File: config.mk
export PLATFORM = sky130hd
export DESIGN_NAME = des_key_scheduler
export DESIGN_NICKNAME = d
export VERILOG_FILES = /design/src/rtl/des_key_scheduler_pkg.sv /design/src/rtl/Permuted_Choice_2.sv /design/src/rtl/des_key_scheduler_pc1.sv /design/src/rtl/des_key_scheduler.sv
export SDC_FILE = /design/constraint.sdc
export NUM_CORES = 1
export LEC_CHECK = 0
export BUFFER_PORTS_ARGS = -buffer_cell sky130_fd_sc_hd__buf_2
export CAP_MARGIN = 25
export CORE_MARGIN = 2
export CORE_UTILIZATION = 48
export DETAILED_ROUTE_END_ITERATION = 10
export GPL_ROUTABILITY_DRIVEN = 0
export PLACE_DENSITY = 0.78
export SLEW_MARGIN = 30
export SYNTH_ARGS = -nofsm -noshare
export SYNTH_HDL_FRONTEND = slang
export SYNTH_SLANG_ARGS = --single-unit
File: constraint.sdc
create_clock -name clk -period 2 [get_ports clk]
set_input_delay 0.1 -clock clk [delete_from_list [all_inputs] [get_ports clk]]
set_output_delay 0.1 -clock clk [all_outputs]
set_load 0.02 [all_outputs]
File: src/rtl/des_key_scheduler_pkg.sv
// Shared constants, types and rotation helpers for the DES key scheduler.
package des_pkg;

   localparam int NUM_ROUNDS = 16;

   localparam logic [1:0] SHIFTS [1:16] = '{
      2'd1, 2'd1, 2'd2, 2'd2, 2'd2, 2'd2, 2'd2, 2'd2,
      2'd1, 2'd2, 2'd2, 2'd2, 2'd2, 2'd2, 2'd2, 2'd1
   };

   typedef enum logic [1:0] {IDLE, ROUND, DONE} state_t;

   typedef logic [55:0] cd_t;
   typedef logic [47:0] subkey_t;
   typedef logic [27:0] half_t;

   // Rounds outside 1..16 only arise on the final transfer, where the result is discarded.
   function automatic logic [1:0] shift_amt(input logic [4:0] n);
      if (n >= 5'd1 && n <= 5'd16) return SHIFTS[n];
      else                          return 2'd1;
   endfunction

   function automatic half_t rot28l(input half_t x, input logic [1:0] s);
      return (s == 2'd2) ? {x[1:0], x[27:2]} : {x[0], x[27:1]};
   endfunction

   function automatic half_t rot28r(input half_t x, input logic [1:0] s);
      return (s == 2'd2) ? {x[25:0], x[27:26]} : {x[26:0], x[27]};
   endfunction

   function automatic cd_t rotl_cd(input cd_t cd, input logic [1:0] s);
      return {rot28l(cd[55:28], s), rot28l(cd[27:0], s)};
   endfunction

   function automatic cd_t rotr_cd(input cd_t cd, input logic [1:0] s);
      return {rot28r(cd[55:28], s), rot28r(cd[27:0], s)};
   endfunction

endpackage

File: src/rtl/Permuted_Choice_2.sv
// DES Permuted Choice 2: 56-bit C/D to 48-bit round subkey, index 0 = DES bit 1.
module Permuted_Choice_2 (
   input  logic [55:0] cd,
   output logic [47:0] k
);

   localparam int PC2_TBL [48] = '{
      14, 17, 11, 24,  1,  5,  3, 28, 15,  6, 21, 10,
      23, 19, 12,  4, 26,  8, 16,  7, 27, 20, 13,  2,
      41, 52, 31, 37, 47, 55, 30, 40, 51, 45, 33, 48,
      44, 49, 39, 56, 34, 53, 46, 42, 50, 36, 29, 32
   };

   for (genvar j = 0; j < 48; j++) begin : g_pc2
      assign k[j] = cd[PC2_TBL[j] - 1];
   end

   logic unused_cd;
   assign unused_cd = ^{cd[8], cd[17], cd[21], cd[24], cd[34], cd[37], cd[42], cd[53]};

endmodule

File: src/rtl/des_key_scheduler_pc1.sv
// DES Permuted Choice 1: 64-bit key to 56-bit C/D, index 0 = DES bit 1.
module des_pc1 (
   input  logic [63:0] key_in,
   output logic [55:0] cd
);

   localparam int PC1_TBL [56] = '{
      57, 49, 41, 33, 25, 17,  9,  1, 58, 50, 42, 34, 26, 18,
      10,  2, 59, 51, 43, 35, 27, 19, 11,  3, 60, 52, 44, 36,
      63, 55, 47, 39, 31, 23, 15,  7, 62, 54, 46, 38, 30, 22,
      14,  6, 61, 53, 45, 37, 29, 21, 13,  5, 28, 20, 12,  4
   };

   for (genvar j = 0; j < 56; j++) begin : g_pc1
      assign cd[j] = key_in[PC1_TBL[j] - 1];
   end

   // Parity bits (DES bits 8, 16, ..., 64) are dropped by PC-1.
   logic unused_parity;
   assign unused_parity = ^{key_in[7], key_in[15], key_in[23], key_in[31],
                            key_in[39], key_in[47], key_in[55], key_in[63]};

endmodule

File: src/rtl/des_key_scheduler.sv
// DES key schedule sequencer: PC-1 load, 16 C/D rotations, PC-2 subkeys over valid/ready.
// Optional reverse (decrypt) order is built when DES_KEYSCHED_DECRYPT_EN is defined.
module des_key_scheduler
   import des_pkg::*;
(
   input  logic        clk,
   input  logic        rst_n,
   input  logic        start,
   input  logic        decrypt,
   input  logic [63:0] key_in,
   input  logic        abort,
   output logic [47:0] subkey,
   output logic        subkey_valid,
   input  logic        subkey_ready,
   output logic [3:0]  round_idx,
   output logic        busy,
   output logic        done
);

   state_t state;
   cd_t    cd;
   cd_t    pc1_out;
   cd_t    cd_load;
   cd_t    cd_step;
   logic   xfer;

   des_pc1 u_pc1 (
      .key_in (key_in),
      .cd     (pc1_out)
   );

   Permuted_Choice_2 u_pc2 (
      .cd (cd),
      .k  (subkey)
   );

   assign xfer = subkey_valid & subkey_ready;

`ifdef DES_KEYSCHED_DECRYPT_EN
   logic dec_q;

   // Unrotated PC-1 output already equals C16/D16, so decrypt starts from it directly.
   always_comb begin
      cd_load = decrypt ? pc1_out : rotl_cd(pc1_out, shift_amt(5'd1));
      cd_step = dec_q ? rotr_cd(cd, shift_amt(5'd16 - {1'b0, round_idx}))
                      : rotl_cd(cd, shift_amt({1'b0, round_idx} + 5'd2));
   end

   always_ff @(posedge clk or negedge rst_n) begin
      if (!rst_n)                           dec_q <= 1'b0;
      else if (state == IDLE && start && !abort) dec_q <= decrypt;
   end
`else
   logic unused_decrypt;
   assign unused_decrypt = decrypt;

   always_comb begin
      cd_load = rotl_cd(pc1_out, shift_amt(5'd1));
      cd_step = rotl_cd(cd, shift_amt({1'b0, round_idx} + 5'd2));
   end
`endif

   always_ff @(posedge clk or negedge rst_n) begin
      if (!rst_n) begin
         state        <= IDLE;
         cd           <= '0;
         round_idx    <= '0;
         subkey_valid <= 1'b0;
         busy         <= 1'b0;
         done         <= 1'b0;
      end else if (abort) begin
         state        <= IDLE;
         subkey_valid <= 1'b0;
         busy         <= 1'b0;
         done         <= 1'b0;
      end else begin
         case (state)
            IDLE: begin
               done <= 1'b0;
               if (start) begin
                  cd           <= cd_load;
                  round_idx    <= '0;
                  subkey_valid <= 1'b1;
                  busy         <= 1'b1;
                  state        <= ROUND;
               end
            end
            ROUND: begin
               if (xfer) begin
                  if (round_idx == 4'(NUM_ROUNDS - 1)) begin
                     subkey_valid <= 1'b0;
                     busy         <= 1'b0;
                     done         <= 1'b1;
                     state        <= DONE;
                  end else begin
                     round_idx <= round_idx + 4'd1;
                     cd        <= cd_step;
                  end
               end
            end
            DONE: begin
               done  <= 1'b0;
               state <= IDLE;
            end
            default: state <= IDLE;
         endcase
      end
   end

endmodule

==> summary.txt <==
Clock tree
  • Root Driver: clkbuf_8
  • H-tree Lvls: 3
  • Clock transition at the registers of the reported paths: 0.07 ns
  • Worst-skew pair later-pin latency: 0.34 ns
  • Longest Clk Path Bufs: 2
  • TritonCTS clock tree: built
  • Clk sinks: 64
  • CTS Buf Count: 9

Detailed routing
  • Via count: 4155
  • Vias per cell: 5.82
  • First-iteration detailed-routing DRC count: 287
  • WL per Instance: 16.2 µm
  • Detailed Routing Iterations Pass 1: 5
  • Number of remaining DRC errors: 0
  • ANT nets after route: 0
  • Final wirelength: 11500 µm

Timing
  • Fmax: 490 MHz
  • Finish-stage setup viols: 45
  • Minimum clock period: 2.04 ns
  • Crit share post-route: 1.02
  • Final Max Slew Viols: 0
  • WHS: 0.0130 ns
  • Setup WS post-layout: -0.0397 ns
  • Final Skew: 0.00971 ns
  • Endpoints failing hold: 0
  • Unrepaired setup endpoints after global routing: yes
  • Slew Limit Headroom: 0.416
  • Setup TNS: -0.804 ns
  • Worst Tran Pin Value: 0.877 ns

Synthesis
  • Leading area contributor after synthesis: dfrtp_1
  • Ys Warns: 0
  • Cell variety after synth: 34
  • Area fraction of the dominant cell type after synthesis: 0.370
  • Synth async-reset ratio: 1.00
  • Number of synthesized register bits: 64
  • Sequential area share after synthesis: 0.370
  • Mean Syn Cell Area: 8.13 µm²
  • Mapped Cells: 533
  • Syn nets: 609
  • Ys flop type: dfrtp_1
  • Ranking of synthesized cells by area: dfrtp_1 (37%), buf_4 (8.8%), nand4_1 (8.1%), a21oi_1 (6.7%), a21o_1 (6.4%)
  • Post-synth EDFFs: 0
  • Cell area after synthesis: 4330 µm²

Worst setup path
  • CP Data Required Time: 2.26 ns
  • Kind of critical path: reg -> reg
  • Crit start category: flip-flop
  • Worst setup EP type: flip-flop
  • Worst-path maximum fanout: 50
  • Worst path arrival time: 2.30 ns
  • Worst Reg-to-Reg Cells: 7

Placed design
  • Placed cells: 680
  • # port buffers: 115
  • DP Wirelength: 7400 µm
  • Placed cell areas: 4750 µm²

Die
  • IO Pins: 125
  • Core area: 8720 µm²
  • Height of the die: 99.0 µm
  • DIE WIDTH: 99.0 µm
  • Die Area: 9800 µm²
  • Row cnt: 34
  • Initial core utilization: 0.497

Worst hold path
  • Hold Path Depth: 3
  • Hold Path Class: in -> reg

GRT
  • Global-route wire length before repair: 19100 µm
  • Global route overflow: 0
  • Vias in the first global route: 3982
  • Initial antenna violation count: 0
  • GRT Overall Usage: 0.237
  • Largest net degree at the start of global routing: 71

Finish
  • Core Util, Final: 0.591
  • Register Area: 1610 µm²
  • Post-route insts no fill: 714
  • Synth-to-Final Area Change: 19.0%
  • # diodes: 0
  • Final #Nets: 678
  • Multi-input logic area: 2180 µm²
  • Final instance area: 5160 µm²
  • Fillcell total: 787
  • Share of layout cells above drive strength 1: 0.290

Power and ir drop
  • Max VDD drop: 0.499 mV
  • Pwr per Cell Area: 917 nW/µm²
  • P_leak: 2.19 nW

Outcome
  • Failing checks: setup timing
  • Outcome: complete, but fails checks

Run
  • Max cap viols: 0
sequential cells by signal (all words and copies together), names as in the netlist:
register   flops
cd            56
round_idx      4
state          2
busy           1
done           1
path summary, 6_finish.rpt:
path | from | end | slack, ns
setup / recovery | round_idx[1] | cd[41] | -0.04
hold / removal | key_in[8] | cd[5] | 0.01
setup reg to reg | round_idx[1] | cd[41] | -0.04
hold reg to reg | cd[17] | cd[16] | 0.57
max in group asynchronous | rst_n | cd[23] | 0.92
min in group asynchronous | rst_n | round_idx[1] | 0.43
synthesized netlist by cell type (2+ instances only):
| master | instances |
|---|---|
| o21ai_0 | 3 |
| nand4_1 | 56 |
| nand3_1 | 2 |
| a31oi_1 | 35 |
| inv_1 | 3 |
| and3_1 | 21 |
| o21bai_1 | 3 |
| nor2b_1 | 3 |
| clkbuf_1 | 37 |
| buf_4 | 51 |
| xor2_1 | 2 |
| dfrtp_1 | 64 |
| nand2_1 | 61 |
| o211ai_1 | 21 |
| buf_6 | 5 |
| ha_1 | 6 |
| buf_1 | 2 |
| nor2_1 | 41 |
| nand2b_1 | 3 |
| and2_1 | 2 |
| a21o_1 | 37 |
| buf_2 | 6 |
| a21oi_1 | 58 |
critical path: stages (launching register included):
cell and delay, ns:
dfrtp_2 0.47, ha_4 0.24, nand2b_1 0.13, a31o_1 0.19, a211o_2 0.35, buf_12 0.20, a21o_1 0.19, a31oi_1 0.17
logic make-up after synthesis:
group / synth area share
compound gates: 0.232
xor+xnor: 0.00404
fa+ha+maj: 0.0173
buf+inv: 0.145
flops: 0.370
simple gates: 0.232
per-layer routing:
metal	share of wire	global-route usage	vias up	wire length, µm
met3	0.063	0.0447	21	732
met2	0.48	0.384	151	5580
li1	-	-	2021	-
met5	0	0	-	0
met1	0.43	0.316	1962	5020
met4	0.019	0.0885	0	221
layout by cell type (no fill, tap or decap), types with 2 or more instances in the layout:
cell type	n
nand2_1	61
dfrtp_2	3
ha_4	2
nor2_1	41
a21oi_1	56
and2_1	2
o21ai_0	3
a21o_1	36
clkbuf_8	11
ha_1	4
o211ai_1	21
o21bai_1	3
dlygate4sd3_1	18
and3_1	15
buf_12	8
nand3_1	2
dfrtp_1	61
a21oi_2	2
buf_4	17
nor2b_1	2
inv_1	3
and3_4	7
clkinv_2	2
nand4_1	56
xor2_1	2
a31oi_1	35
buf_2	115
nand2b_1	3
stage by stage:
| step | power [W] | setup WS (ns) |
|---|---|---|
| after floorplan | 0.00343 | 0.0313 |
| after global placement | 0.00364 | 0.00176 |
| after detailed placement | 0.00369 | -0.0285 |
| after CTS | 0.00473 | -0.0389 |
| after global routing | 0.00502 | -0.141 |
| final | 0.00473 | -0.0397 |
final cells by class:
type                       instances  area share
clock inverter                     3     0.00340
timing repair buffer             159       0.205
clock buffer                      12      0.0301
tap                              108      0.0262
sequential                        64       0.311
inverter                           3     0.00218
multi-input combinational        365       0.422
repair_timing:
item,in CTS,in global routing
endpoints found under the setup margin,52,56
gates resized for setup,2,7
endpoints found under the hold margin,51,0
setup buffers,1,0
hold buffers,18,0
pin swaps,1,2
power breakdown:
group | switching (W) | total [W] | leakage, nW | internal, W
logic | 0.00106 | 0.00176 | 1.35 | 0.000703
clock network | 0.000494 | 0.00100 | 0.0882 | 0.000507
registers | 0.000348 | 0.00197 | 0.754 | 0.00162
No activity file was read; power rests on OpenSTA's default activity.
